File: src/rtl/uncached_pkg.sv
// Shared types and encodings for the uncached AXI bridge.
package uncached_pkg;

    typedef enum logic [2:0] {
        IDLE,
        RD_ADDR,
        RD_DATA,
        WR_REQ,
        WR_RESP
    } state_t;

    localparam logic [1:0] AXI_BURST_INCR = 2'b01;

    localparam logic [1:0] SIZE_BYTE = 2'd0;
    localparam logic [1:0] SIZE_HALF = 2'd1;
    localparam logic [1:0] SIZE_WORD = 2'd2;

endpackage

File: src/rtl/uncached_axi_bridge.sv
// Single-beat uncached CPU-to-AXI bridge; one outstanding access at a time.
// Define UNCACHED_POSTED_WRITE_EN to acknowledge writes at acceptance and finish the AXI write in the background.
module uncached_axi_bridge
    import uncached_pkg::*;
#(
    parameter int BUS_WIDTH = 4
) (
    input  logic                 aclk,
    input  logic                 areset,

    input  logic                 req_valid,
    output logic                 req_ready,
    input  logic                 req_we,
    input  logic [31:0]          req_addr,
    input  logic [31:0]          req_wdata,
    input  logic [3:0]           req_wstrb,
    input  logic [1:0]           req_size,

    output logic                 resp_valid,
    output logic [31:0]          resp_rdata,
    output logic                 resp_err,
    output logic                 posted_err,

    output logic [BUS_WIDTH-1:0] uncached_arid,
    output logic [31:0]          uncached_araddr,
    output logic [3:0]           uncached_arlen,
    output logic [2:0]           uncached_arsize,
    output logic [1:0]           uncached_arburst,
    output logic [1:0]           uncached_arlock,
    output logic [3:0]           uncached_arcache,
    output logic [2:0]           uncached_arprot,
    output logic                 uncached_arvalid,
    input  logic                 uncached_arready,

    input  logic [BUS_WIDTH-1:0] uncached_rid,
    input  logic [31:0]          uncached_rdata,
    input  logic [1:0]           uncached_rresp,
    input  logic                 uncached_rlast,
    input  logic                 uncached_rvalid,
    output logic                 uncached_rready,

    output logic [BUS_WIDTH-1:0] uncached_awid,
    output logic [31:0]          uncached_awaddr,
    output logic [3:0]           uncached_awlen,
    output logic [2:0]           uncached_awsize,
    output logic [1:0]           uncached_awburst,
    output logic [1:0]           uncached_awlock,
    output logic [3:0]           uncached_awcache,
    output logic [2:0]           uncached_awprot,
    output logic                 uncached_awvalid,
    input  logic                 uncached_awready,

    output logic [BUS_WIDTH-1:0] uncached_wid,
    output logic [31:0]          uncached_wdata,
    output logic [3:0]           uncached_wstrb,
    output logic                 uncached_wlast,
    output logic                 uncached_wvalid,
    input  logic                 uncached_wready,

    input  logic [BUS_WIDTH-1:0] uncached_bid,
    input  logic [1:0]           uncached_bresp,
    input  logic                 uncached_bvalid,
    output logic                 uncached_bready
);

    state_t      state, state_n;
    logic [31:0] addr_q, wdata_q;
    logic [3:0]  wstrb_q;
    logic [1:0]  size_q;
    logic        accept;
    logic        arvalid_n, rready_n, awvalid_n, wvalid_n, bready_n;
    logic        resp_valid_n, resp_err_n;
    logic [31:0] resp_rdata_n;
    logic        aw_done, w_done;
    logic        unused_ok;

    assign accept    = req_valid && req_ready;
    assign unused_ok = ^{uncached_rid, uncached_rlast, uncached_rresp[0], uncached_bid, uncached_bresp[0]};

    assign uncached_arid    = '0;
    assign uncached_araddr  = addr_q;
    assign uncached_arlen   = 4'd0;
    assign uncached_arsize  = {1'b0, size_q};
    assign uncached_arburst = AXI_BURST_INCR;
    assign uncached_arlock  = 2'b00;
    assign uncached_arcache = 4'd0;
    assign uncached_arprot  = 3'd0;

    assign uncached_awid    = '0;
    assign uncached_awaddr  = addr_q;
    assign uncached_awlen   = 4'd0;
    assign uncached_awsize  = {1'b0, size_q};
    assign uncached_awburst = AXI_BURST_INCR;
    assign uncached_awlock  = 2'b00;
    assign uncached_awcache = 4'd0;
    assign uncached_awprot  = 3'd0;

    assign uncached_wid     = '0;
    assign uncached_wdata   = wdata_q;
    assign uncached_wstrb   = wstrb_q;
    assign uncached_wlast   = 1'b1;

    always_comb begin
        state_n      = state;
        arvalid_n    = uncached_arvalid;
        rready_n     = uncached_rready;
        awvalid_n    = uncached_awvalid;
        wvalid_n     = uncached_wvalid;
        bready_n     = uncached_bready;
        resp_valid_n = 1'b0;
        resp_rdata_n = resp_rdata;
        resp_err_n   = resp_err;
        // A channel counts as done once its valid has already dropped or handshakes now.
        aw_done      = !uncached_awvalid || uncached_awready;
        w_done       = !uncached_wvalid || uncached_wready;
        case (state)
            IDLE: begin
                if (accept) begin
                    if (req_we) begin
                        state_n   = WR_REQ;
                        awvalid_n = 1'b1;
                        wvalid_n  = 1'b1;
`ifdef UNCACHED_POSTED_WRITE_EN
                        resp_valid_n = 1'b1;
                        resp_rdata_n = '0;
                        resp_err_n   = 1'b0;
`endif
                    end else begin
                        state_n   = RD_ADDR;
                        arvalid_n = 1'b1;
                    end
                end
            end
            RD_ADDR: begin
                if (uncached_arready) begin
                    arvalid_n = 1'b0;
                    rready_n  = 1'b1;
                    state_n   = RD_DATA;
                end
            end
            RD_DATA: begin
                if (uncached_rvalid) begin
                    rready_n     = 1'b0;
                    state_n      = IDLE;
                    resp_valid_n = 1'b1;
                    resp_rdata_n = uncached_rdata;
                    resp_err_n   = uncached_rresp[1];
                end
            end
            WR_REQ: begin
                if (uncached_awready) awvalid_n = 1'b0;
                if (uncached_wready)  wvalid_n  = 1'b0;
                if (aw_done && w_done) begin
                    state_n  = WR_RESP;
                    bready_n = 1'b1;
                end
            end
            WR_RESP: begin
                if (uncached_bvalid) begin
                    bready_n = 1'b0;
                    state_n  = IDLE;
`ifndef UNCACHED_POSTED_WRITE_EN
                    resp_valid_n = 1'b1;
                    resp_rdata_n = '0;
                    resp_err_n   = uncached_bresp[1];
`endif
                end
            end
            default: state_n = IDLE;
        endcase
    end

    always_ff @(posedge aclk) begin
        if (areset) begin
            state            <= IDLE;
            req_ready        <= 1'b0;
            uncached_arvalid <= 1'b0;
            uncached_rready  <= 1'b0;
            uncached_awvalid <= 1'b0;
            uncached_wvalid  <= 1'b0;
            uncached_bready  <= 1'b0;
            resp_valid       <= 1'b0;
            resp_rdata       <= '0;
            resp_err         <= 1'b0;
            addr_q           <= '0;
            wdata_q          <= '0;
            wstrb_q          <= '0;
            size_q           <= '0;
        end else begin
            state            <= state_n;
            // Background posted writes keep the FSM busy, so IDLE alone gates new requests.
            req_ready        <= (state_n == IDLE);
            uncached_arvalid <= arvalid_n;
            uncached_rready  <= rready_n;
            uncached_awvalid <= awvalid_n;
            uncached_wvalid  <= wvalid_n;
            uncached_bready  <= bready_n;
            resp_valid       <= resp_valid_n;
            resp_rdata       <= resp_rdata_n;
            resp_err         <= resp_err_n;
            if (accept) begin
                addr_q  <= req_addr;
                wdata_q <= req_wdata;
                wstrb_q <= req_wstrb;
                size_q  <= req_size;
            end
        end
    end

`ifdef UNCACHED_POSTED_WRITE_EN
    always_ff @(posedge aclk) begin
        if (areset)
            posted_err <= 1'b0;
        else if (state == WR_RESP && uncached_bvalid && uncached_bresp[1])
            posted_err <= 1'b1;
    end
`else
    assign posted_err = 1'b0;
`endif

endmodule

File: config.mk
export PLATFORM = sky130hd
export DESIGN_NAME = uncached_axi_bridge
export DESIGN_NICKNAME = d
export VERILOG_FILES = /design/src/rtl/uncached_pkg.sv /design/src/rtl/uncached_axi_bridge.sv
export SDC_FILE = /design/constraint.sdc
export NUM_CORES = 1
export LEC_CHECK = 0
export CAP_MARGIN = 25
export CORE_MARGIN = 5
export CORE_UTILIZATION = 30
export DETAILED_ROUTE_END_ITERATION = 6
export PLACE_DENSITY = 0.85
export RECOVER_POWER = 100
export SLEW_MARGIN = 15
export SYNTH_ARGS = -nofsm -noshare
export SYNTH_HDL_FRONTEND = slang
export SYNTH_SLANG_ARGS = --single-unit
File: constraint.sdc
create_clock -name aclk -period 1.5 [get_ports aclk]
set_clock_uncertainty 0.2 [all_clocks]
set_input_delay 0.3 -clock aclk [delete_from_list [all_inputs] [get_ports aclk]]
set_output_delay 0.3 -clock aclk [all_outputs]
set_load 0.1 [all_outputs]
==> Implementation_results.wiki <==
{| class="wikitable"
! Metric !! Value
|-
| Status || finished with violations
|-
| Failing checks || negative setup slack
|-
| Skew-Pair Late Insertion Delay || about 400 ps
|-
| Category of the critical setup timing path || flip-flop to flip-flop
|-
| Drt total wl || around 16000 um
|-
| Area of the placeable core || 15100 um2
|-
| Die extent in y || 134 um
|-
| Setup repair after global routing missed its margin || yes
|-
| I/O Pins || 314
|-
| Net switching power of the design || 4.02 mW
|-
| Area of the multi-input gates || 1800 um2
|-
| Power density of the placed cells || roughly 1200 nW/um2
|-
| Area growth, synth to finish || 98.3%
|-
| Antenna diode count || 0
|-
| Total area of sequential cells || 2470 um2
|-
| PnR worst setup slack || -69.0 ps
|-
| Power share of the combinational group || 33.1%
|-
| Floorplan die width || 134 um
|-
| Final period util || 105%
|-
| Setup violation total in the final timing report || 20
|-
| Number of warnings printed during yosys synthesis || 0
|-
| Total number of clock tree sinks || 113
|-
| Final max-slew violation count || 0
|-
| Final hold vios || 0
|-
| Critical path peak fanout || 34
|-
| Largest net degree at the start of global routing || 40
|-
| Number of levels in the clock H-tree || 4
|-
| HPWL after DPL || 12300 um
|-
| Starting density of the core || 30.4%
|-
| Num CTS Buffers || 17
|-
| Antenna-violating nets left || 0
|-
| Ys async rst share || 0%
|-
| Post-synthesis sequential element count || 113
|-
| Number of design rule violations left after detail routing || 0
|-
| Total Negative Setup Slacks || -400 ps
|-
| Number of max-cap violations || 0
|-
| Std cell rows || between 40 and 50
|-
| Leakage power summed over all cells || 3.56 nW
|-
| Number of hold buffers added after CTS || 0
|-
| Final Wtd Congestion || 0.765
|-
| Post-DR vias/cell || 4.52
|-
| Max frequency || 0.637 GHz
|-
| Worst Path Arrival || 1660 ps
|-
| Clock tree from TritonCTS || done
|-
| Layout cells sized above 1 || 41.0%
|-
| Via count of the routed design || 4460
|-
| Worst setup slack after placement || -350 ps
|-
| Crit end category || flip-flop
|-
| Total chip power || 10.8 mW
|-
| Maximum buffer depth of the clock tree || 2
|-
| Largest vdd supply drop || 0.717 mV
|-
| Mean routed wirelength per cell || 16.3 um
|-
| Worst hold path type || primary input to flip-flop
|-
| Req. time, crit path || 1590 ps
|-
| Number of global-route vias before repair || 4648
|-
| Global router's overall resource usage || around 17%
|-
| Detailed-router iteration count before antenna repair || 6
|-
| Clock share of power || 35.7%
|-
| Synth cell types || 31
|-
| Clock transition time at the flip-flop clock pins of the worst setup and hold paths || ~60 ps
|-
| Mapped cell area || 4590 um2
|-
| Syn avg cell area || around 8 um2
|-
| Grt ovf || 0
|-
| Clock tree root driver cell || clkbuf_16
|-
| Count of mapped cells out of synthesis || 558
|-
| Switching part of the total || between 30% and 40%
|-
| Layout fillers || 1189
|-
| IO buf count || 256
|-
| Die Outline Area || between 15000 and 20000 um2
|-
| Clock period minus worst slack || between 1500 and 2000 ps
|-
| First-iteration detailed-routing DRC count || 214
|-
| Fraction of power consumed by sequential logic || a little under a third
|-
| Cell internal pwr || 6.76 mW
|-
| First-pass GRT wire length || 24500 um
|-
| Count of flip-flops with a built-in enable after synthesis || 0
|-
| Initial antenna violation count || 1
|-
| Nets@finish || about 900
|-
| Sequential share of the synthesized area || 49.2%
|-
| Kind of start point of the critical path || flip-flop
|-
| Ys flop type || dfxtp_1
|-
| Worst Hold Margin || 39.2 ps
|}
stage by stage:
step	utilization, %	area, um2	instances
6_report	60.4	9110	986
5_1_grt	60.4	9110	986
4_1_cts	61.7	9320	986
3_5_place_dp	57.6	8690	953
3_3_place_gp	57.6	8690	953
2_1_floorplan	-	4950	602
power groups by stage:
stage | Sequential (mW) | Combinational (mW) | Clock [mW]
4_1_cts | 3.36 | 3.66 | 3.95
5_1_grt | 3.38 | 3.68 | 4.10
6_report | 3.36 | 3.57 | 3.84
3_3_place_gp | 3.41 | 3.61 | 0
2_1_floorplan | 4.33 | 1.46 | 0
3_5_place_dp | 3.42 | 3.65 | 0
state kept, by name, indices dropped and copies added (netlist names):
register and count:
uncached_wvalid 1, resp_valid 1, uncached_rready 1, uncached_wstrb 4
uncached_arvalid 1, uncached_araddr 32, resp_rdata 32, uncached_bready 1
resp_err 1, state 3, uncached_awvalid 1, size_q 2
req_ready 1, uncached_wdata 32
worst max-delay path: stages (launching register included):
cell and delay (ps):
dfxtp_2 330, buf_12 130, nand3b_1 150, a21o_1 190, buf_12 180, a22oi_1 180
nor2_1 80
cell type report:
| cell class | instances | share of cell area (%) |
|---|---|---|
| Timing Repair Buffer | 283 | 44.3 |
| Clock inverter | 9 | 0.879 |
| Sequential cell | 113 | 27.1 |
| Multi-Input combinational cell | 369 | 19.7 |
| Clock buffer | 23 | 5.37 |
| Tap cell | 188 | 2.58 |
| Inverter | 1 | 0.0412 |
kinds of logic (layout without fill, tap and decap cells):
family	after synthesis	in the layout	share of synthesized area (%)
other	2	46	0.163
xor gates and xnor gates	1	1	0.191
and+or+nand+nor	206	206	18.2
buffers and inverters	120	316	17.0
DFF	113	113	49.2
AOI/OAI and AO/OA	114	114	14.6
muxes	2	2	0.545
per-layer routing:
metal | up-vias | global-route usage, % | share of wire (%)
met1 | 2075 | 17.2 | 35
met5 | - | 0 | 0.044
met3 | 13 | 7.70 | 10
met2 | 212 | 32.4 | 55
li1 | 2158 | - | -
met4 | 2 | 4.63 | 0.75
placed cells by master (no fill, tap or decap), types with 2 or more instances in the layout:
cell type          n
nand2_1          146
clkdlybuf4s50_1  111
buf_12            99
a21oi_1           74
dfxtp_2           68
buf_8             52
conb_1            46
nor2_1            39
dfxtp_4           32
a22oi_1           23
clkbuf_16         18
buf_4             14
dfxtp_1           13
a22oi_2           10
clkinv_2           4
nand3b_1           3
nor3_1             3
clkbuf_1           3
buf_6              3
nor2_2             2
clkbuf_8           2
clkinvlp_4         2
clkbuf_4           2
clkbuf_2           2
cell usage after synthesis, types with 2 or more instances:
cell type	n	area, um2
a21oi_1	75	375
a22oi_1	33	248
buf_2	6	30.0
buf_4	82	616
buf_6	2	22.5
clkbuf_1	29	109
conb_1	2	7.51
dfxtp_1	113	2260
nand2_1	147	552
nand3b_1	3	22.5
nor2_1	42	158
nor2b_1	2	12.5
nor3_1	4	20.0
path summary, 6_finish.rpt:
check | from | to | slack, ps | cells past startpoint
setup / recovery | state[2] | resp_rdata[17] | -70 | 6
hold / removal | areset | uncached_araddr[27] | 40 | 2
setup reg to reg | state[2] | resp_rdata[17] | -70 | 6
hold reg to reg | uncached_wdata[12] | uncached_wdata[12] | 270 | 2
repair_timing:
action	4_1_cts	5_1_grt
resized for setup	34	46
setup endpoints to repair	45	71
buffers inserted	1	0
endpoints found under the hold margin	0	0
(Power assumes the default switching activity.)
